[config.mk]
export PLATFORM = sky130hd
export DESIGN_NAME = multu_hilo_flat
export DESIGN_NICKNAME = d
export VERILOG_FILES = /design/src/rtl/multu_hilo_pkg.sv /design/src/rtl/multu_hilo_if.sv /design/src/rtl/multu_hilo_hilo_reg.sv /design/src/rtl/multu_hilo.sv /design/src/flat_wrapper.sv
export SDC_FILE = /design/constraint.sdc
export NUM_CORES = 1
export LEC_CHECK = 0
export CAP_MARGIN = 0
export CORE_MARGIN = 3
export CORE_UTILIZATION = 45
export CTS_BUF_LIST = sky130_fd_sc_hd__clkbuf_16
export CTS_CLUSTER_DIAMETER = 40
export DETAILED_ROUTE_END_ITERATION = 7
export GPL_TIMING_DRIVEN = 1
export MAX_ROUTING_LAYER = met4
export PLACE_DENSITY_LB_ADDON = 0.25
export SYNTH_ARGS = -nofsm -noshare
export SYNTH_HDL_FRONTEND = slang
export SYNTH_SLANG_ARGS = --single-unit
[constraint.sdc]
create_clock -name clk -period 4.35 [get_ports clk]
set_clock_uncertainty 0.15 [all_clocks]
set_input_delay 0.87 -clock clk [delete_from_list [all_inputs] [get_ports clk]]
set_output_delay 0.87 -clock clk [all_outputs]
set_load 0.03 [all_outputs]
[src/rtl/multu_hilo_pkg.sv]
// Shared definitions for the sequential HI/LO multiplier: default operand
// width and the controller state encoding.
package multu_hilo_pkg;

  localparam int DEFAULT_WIDTH = 32;

  typedef enum logic [1:0] {
    S_IDLE = 2'd0,
    S_RUN  = 2'd1,
    S_DONE = 2'd2
  } state_e;

  // Plain-vector aliases of the enum so state registers stay simple logic.
  localparam logic [1:0] ST_IDLE = S_IDLE;
  localparam logic [1:0] ST_RUN  = S_RUN;
  localparam logic [1:0] ST_DONE = S_DONE;

endpackage

[src/rtl/multu_hilo_if.sv]
// Operand, handshake and HI/LO access bundle between the control unit /
// execute stage (master) and the multiplier (slave).
interface multu_hilo_if #(
  parameter int WIDTH = multu_hilo_pkg::DEFAULT_WIDTH
);

  logic [WIDTH-1:0] dataA;
  logic [WIDTH-1:0] dataB;
  logic             start;
  logic             hi_we;
  logic             lo_we;
  logic [WIDTH-1:0] wdata;
  logic             sel_hi;
  logic             busy;
  logic             done;
  logic [WIDTH-1:0] hi;
  logic [WIDTH-1:0] lo;
  logic [WIDTH-1:0] dataOut;

  modport master (
    output dataA, dataB, start, hi_we, lo_we, wdata, sel_hi,
    input  busy, done, hi, lo, dataOut
  );

  modport slave (
    input  dataA, dataB, start, hi_we, lo_we, wdata, sel_hi,
    output busy, done, hi, lo, dataOut
  );

endinterface

[src/rtl/multu_hilo_hilo_reg.sv]
// HI/LO register pair. A completing multiply loads both halves and overrides
// any MTHI/MTLO write in the same cycle; dataOut is gated to zero in reset.
module hilo_reg #(
  parameter int WIDTH = 32
) (
  input  logic               clk,
  input  logic               reset,
  input  logic               prod_we,
  input  logic [2*WIDTH-1:0] prod,
  input  logic               hi_we,
  input  logic               lo_we,
  input  logic [WIDTH-1:0]   wdata,
  input  logic               sel_hi,
  output logic [WIDTH-1:0]   hi_reg,
  output logic [WIDTH-1:0]   lo_reg,
  output logic [WIDTH-1:0]   data_out
);

  // Register update: reset, then product load, then independent MTHI/MTLO.
  always_ff @(posedge clk) begin
    if (reset) begin
      hi_reg <= '0;
      lo_reg <= '0;
    end else if (prod_we) begin
      hi_reg <= prod[2*WIDTH-1:WIDTH];
      lo_reg <= prod[WIDTH-1:0];
    end else begin
      if (hi_we) hi_reg <= wdata;
      if (lo_we) lo_reg <= wdata;
    end
  end

  // Read mux, forced to zero while reset is held so the ALU sees a clean 0.
  for (genvar gi = 0; gi < WIDTH; gi++) begin : g_out
    assign data_out[gi] = ~reset & (sel_hi ? hi_reg[gi] : lo_reg[gi]);
  end

endmodule

[src/rtl/multu_hilo.sv]
// Sequential unsigned shift-add multiplier: one partial product per cycle,
// fixed ITER-cycle latency, result delivered straight into HI/LO.
module multu_hilo
  import multu_hilo_pkg::*;
#(
  parameter int WIDTH = DEFAULT_WIDTH,
  parameter int ITER  = WIDTH
) (
  input logic       clk,
  input logic       reset,
  multu_hilo_if.slave bus
);

  localparam int CW = (ITER > 1) ? $clog2(ITER) : 1;

  logic [1:0]         state_reg, state_next;
  logic [2*WIDTH-1:0] mcand_reg, mcand_next;
  logic [WIDTH-1:0]   mplier_reg, mplier_next;
  logic [2*WIDTH-1:0] product_reg, product_next;
  logic [CW-1:0]      count_reg, count_next;
  logic [2*WIDTH-1:0] sum;
  logic               prod_we;
  logic [WIDTH-1:0]   hi_w, lo_w, data_out_w;

  // Next-state and datapath: load operands in IDLE, accumulate in RUN; the
  // last accumulation bypasses product_reg and lands directly in HI/LO.
  always_comb begin
    state_next   = state_reg;
    mcand_next   = mcand_reg;
    mplier_next  = mplier_reg;
    product_next = product_reg;
    count_next   = count_reg;
    prod_we      = 1'b0;
    sum          = product_reg + (mplier_reg[0] ? mcand_reg : '0);
    case (state_reg)
      ST_IDLE: begin
        if (bus.start) begin
          mcand_next   = {{WIDTH{1'b0}}, bus.dataA};
          mplier_next  = bus.dataB;
          product_next = '0;
          count_next   = '0;
          state_next   = ST_RUN;
        end
      end
      ST_RUN: begin
        product_next = sum;
        mcand_next   = mcand_reg << 1;
        mplier_next  = mplier_reg >> 1;
        count_next   = count_reg + CW'(1);
        if (count_reg == CW'(ITER - 1)) begin
          prod_we    = 1'b1;
          state_next = ST_DONE;
        end
      end
      ST_DONE: begin
        state_next = ST_IDLE;
      end
      default: begin
        state_next = ST_IDLE;
      end
    endcase
  end

  // State and datapath registers; reset aborts any operation in flight.
  always_ff @(posedge clk) begin
    if (reset) begin
      state_reg   <= ST_IDLE;
      mcand_reg   <= '0;
      mplier_reg  <= '0;
      product_reg <= '0;
      count_reg   <= '0;
    end else begin
      state_reg   <= state_next;
      mcand_reg   <= mcand_next;
      mplier_reg  <= mplier_next;
      product_reg <= product_next;
      count_reg   <= count_next;
    end
  end

  hilo_reg #(
    .WIDTH (WIDTH)
  ) u_hilo (
    .clk      (clk),
    .reset    (reset),
    .prod_we  (prod_we),
    .prod     (sum),
    .hi_we    (bus.hi_we),
    .lo_we    (bus.lo_we),
    .wdata    (bus.wdata),
    .sel_hi   (bus.sel_hi),
    .hi_reg   (hi_w),
    .lo_reg   (lo_w),
    .data_out (data_out_w)
  );

  assign bus.busy    = (state_reg == ST_RUN);
  assign bus.done    = (state_reg == ST_DONE);
  assign bus.hi      = hi_w;
  assign bus.lo      = lo_w;
  assign bus.dataOut = data_out_w;

endmodule

[src/flat_wrapper.sv]
// flat-port wrapper written by rule: the top's interface ports become plain ports
module multu_hilo_flat import multu_hilo_pkg::*;
#(
  parameter int WIDTH = DEFAULT_WIDTH,
  parameter int ITER  = WIDTH
)
  (clk, reset, bus_dataA, bus_dataB, bus_start, bus_hi_we, bus_lo_we, bus_wdata, bus_sel_hi, bus_busy, bus_done, bus_hi, bus_lo, bus_dataOut);
  multu_hilo_if #(.WIDTH(WIDTH)) bus_i ();
  input logic clk;
  input logic reset;
  input wire logic [$bits(bus_i.dataA)-1:0] bus_dataA;
  input wire logic [$bits(bus_i.dataB)-1:0] bus_dataB;
  input wire logic [$bits(bus_i.start)-1:0] bus_start;
  input wire logic [$bits(bus_i.hi_we)-1:0] bus_hi_we;
  input wire logic [$bits(bus_i.lo_we)-1:0] bus_lo_we;
  input wire logic [$bits(bus_i.wdata)-1:0] bus_wdata;
  input wire logic [$bits(bus_i.sel_hi)-1:0] bus_sel_hi;
  output wire logic [$bits(bus_i.busy)-1:0] bus_busy;
  output wire logic [$bits(bus_i.done)-1:0] bus_done;
  output wire logic [$bits(bus_i.hi)-1:0] bus_hi;
  output wire logic [$bits(bus_i.lo)-1:0] bus_lo;
  output wire logic [$bits(bus_i.dataOut)-1:0] bus_dataOut;
  assign bus_i.dataA = bus_dataA;
  assign bus_i.dataB = bus_dataB;
  assign bus_i.start = bus_start;
  assign bus_i.hi_we = bus_hi_we;
  assign bus_i.lo_we = bus_lo_we;
  assign bus_i.wdata = bus_wdata;
  assign bus_i.sel_hi = bus_sel_hi;
  assign bus_busy = bus_i.busy;
  assign bus_done = bus_i.done;
  assign bus_hi = bus_i.hi;
  assign bus_lo = bus_i.lo;
  assign bus_dataOut = bus_i.dataOut;
  multu_hilo #(.WIDTH(WIDTH), .ITER(ITER)) u_core (.clk(clk), .reset(reset), .bus(bus_i));
endmodule
==> After elaboration in Yosys (flattened, before gate mapping) <==
Index checks and enable logic that the tools add are counted.
{ "totals": {"input_bits": 102, "register_bits": 231, "elab_cells": 103, "out_inout_bits": 98} }
{ "op_classes": {"addsub": 2, "bitwise": 33, "reduce_logical": 6, "mux": 50, "eq_ne": 5} }
{ "ops": {"columns": ["operator", "count"], "rows": [
  ["64-bit one-hot mux with 2 select lines", 2],
  ["64-bit two-way mux", 3],
  ["32-bit two-way mux", 5],
  ["64-bit adder", 1],
  ["32-bit one-hot mux with 2 select lines", 1],
  ["1-bit two-way mux", 34],
  ["1-bit AND", 32],
  ["5-bit one-hot mux with 2 select lines", 1],
  ["2-bit nonzero test", 3],
  ["5-bit by 1-bit adder with 5-bit output (second input constant)", 1],
  ["5-bit == test (second input constant)", 1],
  ["5-bit two-way mux", 1],
  ["2-bit two-way mux", 2],
  ["2-bit one-hot mux with 2 select lines", 1],
  ["2-bit AND reduction", 2],
  ["2-bit by 1-bit == test with 1-bit output (second input constant)", 1],
  ["2-bit == test (second input constant)", 1],
  ["2-bit zero test", 1],
  ["2-bit by 1-bit inequality test with 1-bit output (second input constant)", 1],
  ["2-bit inequality test (second input constant)", 1],
  ["1-bit NOT", 1]
]} }

==> Depth between registers and ports, before layout <==
{ "logic_depth": {"depth_word": 4, "ltp_mapped": 15, "depth_no_buf": 14} }

==> Hierarchy <==
A second synthesis with hierarchy kept.
{ "hier_totals": {"cells_unflattened": 1805, "area_unflattened_um2": 14448.9} }
{ "by_module_without_submodules": {"columns": ["module", "cells_each", "area_per_inst_um2", "instances"], "rows": [
  ["multu_hilo", 1448, 10874.2, 1],
  ["hilo_reg", 357, 3574.7, 1]
]} }

==> Worst setup path before layout <==
No wires, ideal clock.
{ "synth_timing": {"path_type": "register to register", "start": "register u_core.mplier_reg[0]", "end": "register u_core.u_hilo.hi_reg[8]", "t_arrival_ns": 3.271, "path_buffers": 2, "slack_ns": 0.815, "t_required_ns": 4.086, "setup_ns": 0.114, "stages_incl_launch_ff": 15, "path_cell_list": "dfxtp_1 > clkbuf_1 > clkbuf_1 > nand2_1 > fa_1 > nor2b_1 > o2111a_1 > o2111ai_1 > and3_1 > o31ai_1 > a21oi_1 > o21a_1 > o21ai_1 > nor3_1 > a2111oi_0"} }
{ "synth_via": {"elab_chain_cells": 3} }
{ "synth_rtl": {"columns": ["item", "line_no", "source"], "rows": [
  ["start, declared", "multu_hilo.sv:18", "logic [WIDTH-1:0] mplier_reg, mplier_next;"],
  ["start signal, assigned", "multu_hilo.sv:75", "mplier_reg <= mplier_next;"],
  ["64-bit two-way mux", "multu_hilo.sv:34", "sum = product_reg + (mplier_reg[0] ? mcand_reg : '0);"],
  ["64-bit adder", "multu_hilo.sv:34", null],
  ["32-bit two-way mux", "multu_hilo_hilo_reg.sv:24", "end else if (prod_we) begin"],
  ["end signal, assigned", "multu_hilo_hilo_reg.sv:25", "hi_reg <= prod[2*WIDTH-1:WIDTH];"],
  ["end signal, assigned", "multu_hilo_hilo_reg.sv:28", "if (hi_we) hi_reg <= wdata;"],
  ["end, declared", "multu_hilo_hilo_reg.sv:14", "output logic [WIDTH-1:0] hi_reg,"]
]} }
No other way between the ends.
A chain may end at the register's enable or synchronous reset.

==> Worst setup path in the final report <==
{ "layout_timing": {"start": "register u_core.mplier_reg[0]", "end": "register u_core.u_hilo.hi_reg[28]"} }
Same word-level chain as after synthesis.

==> summary.txt <==
Clock tree
  – CTS tree: done
  – Worst-Skew Late Latency: 520 ps
  – H-tree depth: 2
  – Clock Path Buffers: 3
  – Postcts setup bufs: 0
  – Clock buffer count from CTS: 39
  – Clk sinks: ~230
  – CTS resizes: 0
  – CTS Hold Bufs: 0
  – Worst-path clk slew: 50 ps
  – Root buf cell: clkbuf_16

Global route
  – Largest net degree at the start of global routing: just over 100
  – GR Overflow Total: 0
  – Vias in the first global route: roughly 13000
  – GRT Util Overall: approximately a quarter
  – Initial antenna violation count: 0
  – First-pass GRT wire length: 70900 µm

Synth
  – Post-synthesis sequential area ratio: 32.4%
  – Top FF cell, synth: dfxtp_1
  – Syn_nets: 2016
  – Syn avg cell area: about 7.7 µm²
  – Ys Warns: 0
  – Yosys reg bits: 231
  – Synth Cell Area: 14300 µm²
  – Netlist cell types: a little over 70
  – Synth Instances: roughly 1800
  – FFs w/ async S/R, synth: 0%
  – Post-synth EDFFs: 0

Routing
  – Routed Antenna Nets: 0
  – DR top layer: met4
  – WL met3: 2870 µm
  – M1 WL: 20700 µm
  – Wire per inst: 18.9 µm
  – DR vias: 13800
  – Initial DRC Count: 884
  – Via/cell ratio: 5.78
  – Drt drc: 0
  – WL met2: 20400 µm
  – WL final: approximately 45000 µm
  – Drt pass-1 iters: 5

STA
  – Worst slew pin tran: ~1100 ps
  – RSZ-0062 raised after global routing: false
  – Final period utilization: 94.3%
  – Sum Neg Setup Slack: 0 ps
  – Endpoints failing hold: 0
  – Final Critical Period: just over 4000 ps
  – # setup viols final: 0
  – Relative slew slack: 26.4%
  – Fin Hold WS: 310 ps
  – Fmax: 244 MHz
  – Setup slack after layout: 250 ps
  – Slew Limit Fails: 0

Power
  – Net Sw Power: 1.68 mW
  – Int Pwr: around 4.4 mW
  – Net Sw Frac: 27.5%
  – Sequential share of power: a little under two fifths
  – Logic pwr share: 13.6%
  – VDD IR max: roughly 0.00027 V
  – Pwr Total: 6.10 mW
  – Cell Pwr Density: ~350 nW/µm²
  – Clock power frac: 48.8%
  – Leakage power: about 7.5 nW

Place
  – Post-detail-place hpwl: ~33000 µm
  – Placed Instances: 2317
  – I/O Buffers: 199
  – RD Place Congestion: about 0.99
  – Cell Area, Placed: about 16000 µm²
  – Dpl ws: 366 ps

Floorplan
  – Initial Utilization: 46.2%
  – Row count: 64
  – Ports: 200
  – Die Y: 184 µm
  – Core area: slightly above 30000 µm²
  – Die ar.: 33900 µm²
  – Die X: 184 µm

Final layout
  – Commonest non-fill, non-tap cell in the layout: nor2_1
  – Design area: 17700 µm²
  – Ant diodes: 0
  – Final #Nets: around 2100
  – FILL cells: 2874
  – Share of cells above drive strength 1: approximately 6%
  – Final Util: 57.2%
  – Commonest non-fill, non-tap cells in the layout: nor2_1 (364), dfxtp_1 (229), clkdlybuf4s50_1 (194), a21oi_1 (144), mux2i_1 (86)
  – Area Growth Syn to Fin: 23.8%
  – Layout Cells excl Fill: 2387

Worst hold path
  – Hold Path Class: flop to flop

Worst setup path
  – Worst Setup EP: u_core.u_hilo.hi_reg[28]
  – Reg2Reg Depth: 14
  – WP data required: ~4700 ps
  – Max FO, Critical Path: 20
  – Critical path type: flop to flop
  – CP arrival: 4400 ps
  – FF-to-FF setup slack: 250 ps
  – Worst setup SP type: flop
  – Element type at the critical path end: flop
  – Reg2reg end: u_core.u_hilo.hi_reg[28]
  – First element of the critical path: u_core.mplier_reg[0]
  – Reg-to-Reg Start: u_core.mplier_reg[0]

Outcome
  – Status: completed

Run
  – Max-cap viol count: 0
[worst min-delay path by stage]
stage                                start                endpoint  cells past startpoint
floorplan           u_core.product_reg[47]  u_core.product_reg[47]                      2
global placement    u_core.product_reg[62]  u_core.product_reg[62]                      2
detailed placement  u_core.product_reg[62]  u_core.product_reg[62]                      2
CTS                 u_core.product_reg[62]  u_core.product_reg[62]                      2
global route        u_core.product_reg[62]  u_core.product_reg[62]                      2
finish              u_core.product_reg[62]  u_core.product_reg[62]                      2
[worst max-delay path, stage by stage, from the launching register on]
cell and delay, ps:
dfxtp_1 380, buf_4 240, and2_1 180, ha_1 460
nand4_1 230, or4_1 550, or3_1 320, a31oi_1 170
nor3_1 70, buf_4 170, a211oi_1 340, o221ai_1 210
xnor2_1 320, a21oi_1 110, nor2_1 110
[layer usage]
layer	track usage, %	vias up
met2	41.2	460
met3	4.72	74
li1	-	6779
met5	-	-
met1	35.1	6478
met4	8.26	0
[cell type report]
type | count | area (µm²) | area share [%]
Clock buffer | 41 | 1030 | 5.80
Clock inverter | 29 | 246 | 1.39
Inverter | 18 | 67.6 | 0.382
Multi-Input combinational cell | 1448 | 9020 | 51.1
Sequential cell | 231 | 4630 | 26.2
Tap cell | 396 | 495 | 2.80
Timing Repair Buffer | 224 | 2190 | 12.4
[power by group through the flow]
stage / Combinational [mW] / Clock, mW / Sequential [mW]
floorplan: 0.451 / 0 / 2.38
global placement: 0.815 / 0 / 2.34
detailed placement: 0.824 / 0 / 2.34
CTS: 0.829 / 3.03 / 2.30
global route: 0.900 / 3.13 / 2.31
finish: 0.828 / 2.97 / 2.30
[kinds of logic after synthesis]
kind of cell	synth area share (%)
multiplexers	6.19
flip-flops	32.4
AO/OA/AOI/OAI	22.3
AND/OR/NAND/NOR	25.0
XOR/XNOR	3.68
adder cells (fa/ha/maj)	5.84
buffers and inverters	4.58
[synth_stat cells, drive strengths merged, types with 20 or more instances]
cell | instances | area share (%)
nor3 | 80 | 2.8
dfxtp | 231 | 32
buf | 31 | 0.94
nor2 | 367 | 9.7
xnor2 | 39 | 2.4
a22o | 20 | 1.2
nand4 | 33 | 1.4
o21ai | 55 | 2.0
a22oi | 61 | 3.2
mux2i | 86 | 6.0
nor2b | 78 | 3.4
and2 | 67 | 2.9
ha | 65 | 5.7
a21o | 38 | 2.0
clkbuf | 120 | 3.2
xor2 | 21 | 1.3
o21bai | 21 | 1.1
a21oi | 145 | 5.1
a211oi | 73 | 3.9
nand2 | 70 | 1.9
Note: power is estimated with default switching activity, not from simulation.
